**src/rtl/sram_rw_arbiter.sv**
```systemverilog
// Arbitrates one single-port RW SRAM macro between a read and a write requester.
// Zero-fills the array after reset; reads win unless a write has waited STARVE_MAX cycles.
module sram_rw_arbiter #(
  parameter int DEPTH      = 2048,
  parameter int ADDR_W     = 11,
  parameter int DATA_W     = 60,
  parameter int MASK_W     = 10,
  parameter int STARVE_MAX = 4
) (
  input  logic              clock,
  input  logic              reset_n,
  input  logic              rd_req_valid,
  output logic              rd_req_ready,
  input  logic [ADDR_W-1:0] rd_req_addr,
  output logic              rd_resp_valid,
  output logic [DATA_W-1:0] rd_resp_data,
  input  logic              wr_req_valid,
  output logic              wr_req_ready,
  input  logic [ADDR_W-1:0] wr_req_addr,
  input  logic [DATA_W-1:0] wr_req_data,
  input  logic [MASK_W-1:0] wr_req_mask,
  output logic              init_busy,
  output logic [ADDR_W-1:0] sram_addr,
  output logic              sram_en,
  output logic              sram_wmode,
  output logic [MASK_W-1:0] sram_wmask,
  output logic [DATA_W-1:0] sram_wdata,
  input  logic [DATA_W-1:0] sram_rdata
);

  localparam int CNT_W = $clog2(STARVE_MAX + 1);
  localparam logic [0:0] ST_INIT = 1'b0;
  localparam logic [0:0] ST_RUN  = 1'b1;

  logic [0:0]        state;
  logic [ADDR_W-1:0] init_addr;
  logic [CNT_W-1:0]  starve_cnt;
  logic              resp_vld_q;
  logic              in_init;
  logic              in_run;
  logic              wr_pri;
  logic              rd_fire;
  logic              wr_fire;

  // Gating with reset_n keeps the macro idle the instant reset asserts.
  assign init_busy = (state == ST_INIT);
  assign in_init   = reset_n & (state == ST_INIT);
  assign in_run    = reset_n & (state == ST_RUN);
  assign wr_pri    = (starve_cnt == CNT_W'(STARVE_MAX));

  assign rd_req_ready = in_run & (~wr_pri | ~wr_req_valid);
  assign wr_req_ready = in_run & (~rd_req_valid | wr_pri);
  assign rd_fire      = rd_req_valid & rd_req_ready;
  assign wr_fire      = wr_req_valid & wr_req_ready;

  always_comb begin
    sram_en    = 1'b0;
    sram_wmode = 1'b0;
    sram_addr  = '0;
    sram_wmask = '0;
    sram_wdata = '0;
    if (in_init) begin
      sram_en    = 1'b1;
      sram_wmode = 1'b1;
      sram_addr  = init_addr;
      sram_wmask = '1;
    end else if (wr_fire) begin
      sram_en    = 1'b1;
      sram_wmode = 1'b1;
      sram_addr  = wr_req_addr;
      sram_wmask = wr_req_mask;
      sram_wdata = wr_req_data;
    end else if (rd_fire) begin
      sram_en    = 1'b1;
      sram_addr  = rd_req_addr;
    end
  end

  always_ff @(posedge clock or negedge reset_n) begin
    if (!reset_n) begin
      state      <= ST_INIT;
      init_addr  <= '0;
      starve_cnt <= '0;
      resp_vld_q <= 1'b0;
    end else begin
      if (state == ST_INIT) begin
        init_addr <= init_addr + ADDR_W'(1);
        if (init_addr == ADDR_W'(DEPTH - 1)) state <= ST_RUN;
      end
      resp_vld_q <= rd_fire;
      if (!wr_req_valid || wr_fire) starve_cnt <= '0;
      else if (!wr_pri)             starve_cnt <= starve_cnt + CNT_W'(1);
    end
  end

  assign rd_resp_valid = resp_vld_q;
  assign rd_resp_data  = resp_vld_q ? sram_rdata : '0;

endmodule

```
**config.mk**
```make
export PLATFORM = sky130hd
export DESIGN_NAME = sram_rw_arbiter
export DESIGN_NICKNAME = d
export VERILOG_FILES = /design/src/rtl/sram_rw_arbiter.sv
export SDC_FILE = /design/constraint.sdc
export NUM_CORES = 1
export LEC_CHECK = 0
export BUFFER_PORTS_ARGS = -buffer_cell sky130_fd_sc_hd__buf_2
export CAP_MARGIN = 15
export CORE_AREA = 2 2 119 121
export CTS_CLUSTER_DIAMETER = 200
export CTS_CLUSTER_SIZE = 24
export DETAILED_ROUTE_END_ITERATION = 8
export DIE_AREA = 0 0 121 123
export GPL_TIMING_DRIVEN = 0
export SLEW_MARGIN = 20
export SYNTH_ARGS = -nofsm -noshare
export SYNTH_HDL_FRONTEND = slang
export SYNTH_SLANG_ARGS = --single-unit
```
**constraint.sdc**
```tcl
create_clock -name clock -period 4 [get_ports clock]
set_input_delay 0.2 -clock clock [delete_from_list [all_inputs] [get_ports clock]]
set_output_delay 0.2 -clock clock [all_outputs]
set_load 0.02 [all_outputs]
```
==> impl_metrics.csv <==
group,metric,value,unit
status,outcome,"completed",
power,netSwitchingFraction,25.4,%
timing,rsz0062_at_grt,"no",
final_layout,multi_input_area,1430,um2
power,p_leak,2.36,nW
worst_setup_path,reg2reg_from,"starve_cnt[0]",
floorplanning,start_util,14.5,%
final_layout,final_common_cell,"buf_2",
power,pwr-share-comb,27.3,%
floorplanning,ioPinCount,303,
clock_tree,clk_latency,0.25,ns
worst_setup_path,cp_slowest_cell,"dlygate4sd3_1",
logic_synthesis,ys_warn_count,0,
global_routing,grt_usage,14.2,%
worst_setup_path,path_class,"in -> out",
logic_synthesis,yosys-top-cells-area,"and2_1, dfrtp_1, a221o_1",
worst_setup_path,critPathArrivalTime,2.53,ns
final_layout,layoutNonFillerInstCount,752,
power,power_density,140,nW/um2
worst_setup_path,r2r-end,"rd_resp_valid",
worst_hold_path,worst_hold_path_type,"in -> reg",
global_routing,grt-ovfl-total,0,
worst_setup_path,cpPeakStageDelay,0.53,ns
global_routing,use_met1,17.4,%
final_layout,layout.nets,727,
place,gp_congestion,0.849,
timing,fmax,0.366,GHz
floorplanning,die_area,14900,um2
worst_setup_path,worst-r2r-cell-count,5,
route,firstDrtPassIters,4,
logic_synthesis,synth_top_cell_area_share,41.6,%
final_layout,final_cell_mix,"buf_2, and2_1, dfrtp_1",
logic_synthesis,netlist_area,1970,um2
route,drc,0,
timing,relSlewSlack,66.1,%
place,place_inst,742,
timing,fin_crit,2.73,ns
floorplanning,die_x,121,um
power,power.internal,0.000399,W
timing,hold_viol,0,
floorplanning,fp.dieH,123,um
clock_tree,root_buffer,"clkbuf_16",
route,drtIter0Drc,116,
worst_setup_path,crit_top_cell,"buf_2",
logic_synthesis,synth_seq_cells,16,
timing,finalSetupViolations,0,
route,wl,11600,um
logic_synthesis,synthCells,260,
floorplanning,rows,43,
clock_tree,cts_buffer_depth,2,
worst_setup_path,rrSetupSlack,2.49,ns
timing,fin_tns_setup,0,ns
final_layout,final_core_utilization,28.1,%
power,pwr-share-clk,41.1,%
route,via_count,2922,
clock_tree,cts_sinks,16,
job,drv_cap,0,
power,seqPwrFrac,31.6,%
final_layout,num-fill-cells,1531,
logic_synthesis,postSynthAreaPerCell,7.58,um2
global_routing,grt_pass1_wl,15900,um
place,place_area,3710,um2
timing,slew_violations,0,
global_routing,grt-busiest-layer,"met2",
worst_hold_path,hold_end,"starve_cnt[2]",
logic_synthesis,synthesis.nets,419,
worst_setup_path,cp_max_fo,23,
floorplanning,core,13600,um2
final_layout,register_area,400,um2
global_routing,grt_pass1_vias,2646,
global_routing,met2_usage,23.4,%
final_layout,fin_area,3820,um2
timing,fin_crit_sh,68.4,%
worst_setup_path,required,3.80,ns
worst_setup_path,critPathTopFamily,"buffers and inverters",
worst_hold_path,min_from,"wr_req_valid",
clock_tree,htreeDepth,1,
global_routing,antenna_found_initial,10,
worst_setup_path,endpoint_kind,"primary output",
worst_setup_path,crit_buf_inv,4,
final_layout,area_growth,93.8,%
route,via_per_inst,3.89,
worst_setup_path,crit_chain,"dlygate4sd3_1, buf_2, nand2_2, nor3b_4, clkbuf_2, and2_1, buf_2",
timing,finClkSkew,0.00130,ns
logic_synthesis,ys_seq_area_share,20.3,%
place,dp_hpwl,10400,um
clock_tree,clkTransAtPathRegs,0.05,ns
power,switching_power,0.000136,W
worst_setup_path,critPathLaunchType,"input pin",
clock_tree,tritoncts,"done",
global_routing,grt_max_degree,24,
timing,worst_slew_pin_slew,0.508,ns
clock_tree,cts_resized,0,
logic_synthesis,ys_types,37,
route,postRouteAntennaNets,0,
global_routing,grt_use_met3,6.09,%
power,ir_drop,0.000105,V
final_layout,drive_gt1_share,57.0,%
place,io_buffers,302,
worst_hold_path,min_path_cells,3,
clock_tree,cts_made_buffers,3,
logic_synthesis,yosys.area.top_type,"and2_1",
route,routedWlPerCell,15.4,um
-- flip-flops by register name, summed over array words and instances (netlist names) --
| name | cells |
|---|---|
| init_addr | 11 |
| starve_cnt | 3 |
| rd_resp_valid | 1 |
| state | 1 |
-- cell type report --
cell class | instances | area share (%)
clock buffer | 4 | 2.33
sequential | 16 | 10.5
tap | 180 | 5.90
inverter | 7 | 0.688
antenna | 5 | 0.328
multi-input combinational | 216 | 37.5
timing repair buffer | 303 | 39.8
buffer | 21 | 2.88
-- power by group through the flow --
stage / sequential (W) / clock (W) / combinational (W)
after detailed placement: 0.000172 / 0 / 0.000145
after floorplan: 0.000172 / 0 / 0.0000529
after CTS: 0.000169 / 0.000223 / 0.000147
final: 0.000169 / 0.000220 / 0.000146
after global routing: 0.000170 / 0.000228 / 0.000164
after global placement: 0.000172 / 0 / 0.000143
-- how the worst max path moves through the flow --
stage | start | endpoint | slack, ns | depth (start not counted)
2_1_floorplan | starve_cnt[0] | sram_wmask[0] | 2.16 | 7
3_3_place_gp | starve_cnt[0] | sram_wdata[49] | 1.71 | 8
3_5_place_dp | starve_cnt[0] | sram_wdata[49] | 1.70 | 8
4_1_cts | reset_n | sram_wdata[49] | 1.16 | 7
5_1_grt | reset_n | sram_wdata[49] | 1.03 | 7
6_report | reset_n | sram_wdata[49] | 1.27 | 7
-- cell families (layout without fill, tap and decap cells) --
group	count (synthesis)	count (layout)	share of synthesized area [%]
AO/OA/AOI/OAI	26	26	10.5
XOR/XNOR	10	10	4.44
adder cells (fa/ha/maj)	3	3	1.90
buffers and inverters	28	335	6.92
flip-flops	16	16	20.3
multiplexers	1	1	0.571
other	0	5	0
AND/OR/NAND/NOR	176	176	55.3
-- per-layer routing --
layer,up-vias,routed length (um)
met4,4,78
met5,-,27
met1,1310,4770
li1,1467,-
met3,8,1340
met2,133,5390
-- through the flow --
step | hold WS (ns) | power [W] | worst slack (ns)
4_1_cts | 0.239 | 0.000539 | 1.16
6_report | 0.245 | 0.000535 | 1.27
5_1_grt | 0.275 | 0.000562 | 1.03
2_1_floorplan | -0.0956 | 0.000225 | 2.16
3_3_place_gp | 0.197 | 0.000315 | 1.71
3_5_place_dp | 0.197 | 0.000318 | 1.70
-- worst min-delay path, cell delays in order --
cell and delay, ns:
buf_2 0.13, o221ai_1 0.07, a21oi_1 0.04
-- synthesized netlist by cell type, drive strengths merged --
library cell  instances
mux2                  1
nand3b                1
o221ai                1
nor4                  1
dfrtp                16
nor3                  2
nor2b                 2
buf                   7
a31oi                 2
and3b                 1
clkbuf               14
and2                131
o21ai                 2
a21bo                 1
ha                    3
nand3                 2
a21oi                 5
o31a                  1
and3                  1
nor3b                11
xor2                  3
o31ai                 1
a21boi                1
inv                   7
o211ai                1
nand4                 4
nand4b                1
xnor2                 7
nor2                 12
a221o                11
nand2                 7
-- repair_timing --
item,in CTS,in global routing
hold buffers,1,0
setup buffers,0,0
endpoints found under the hold margin,16,0
No activity file was read; power rests on OpenSTA's default activity.
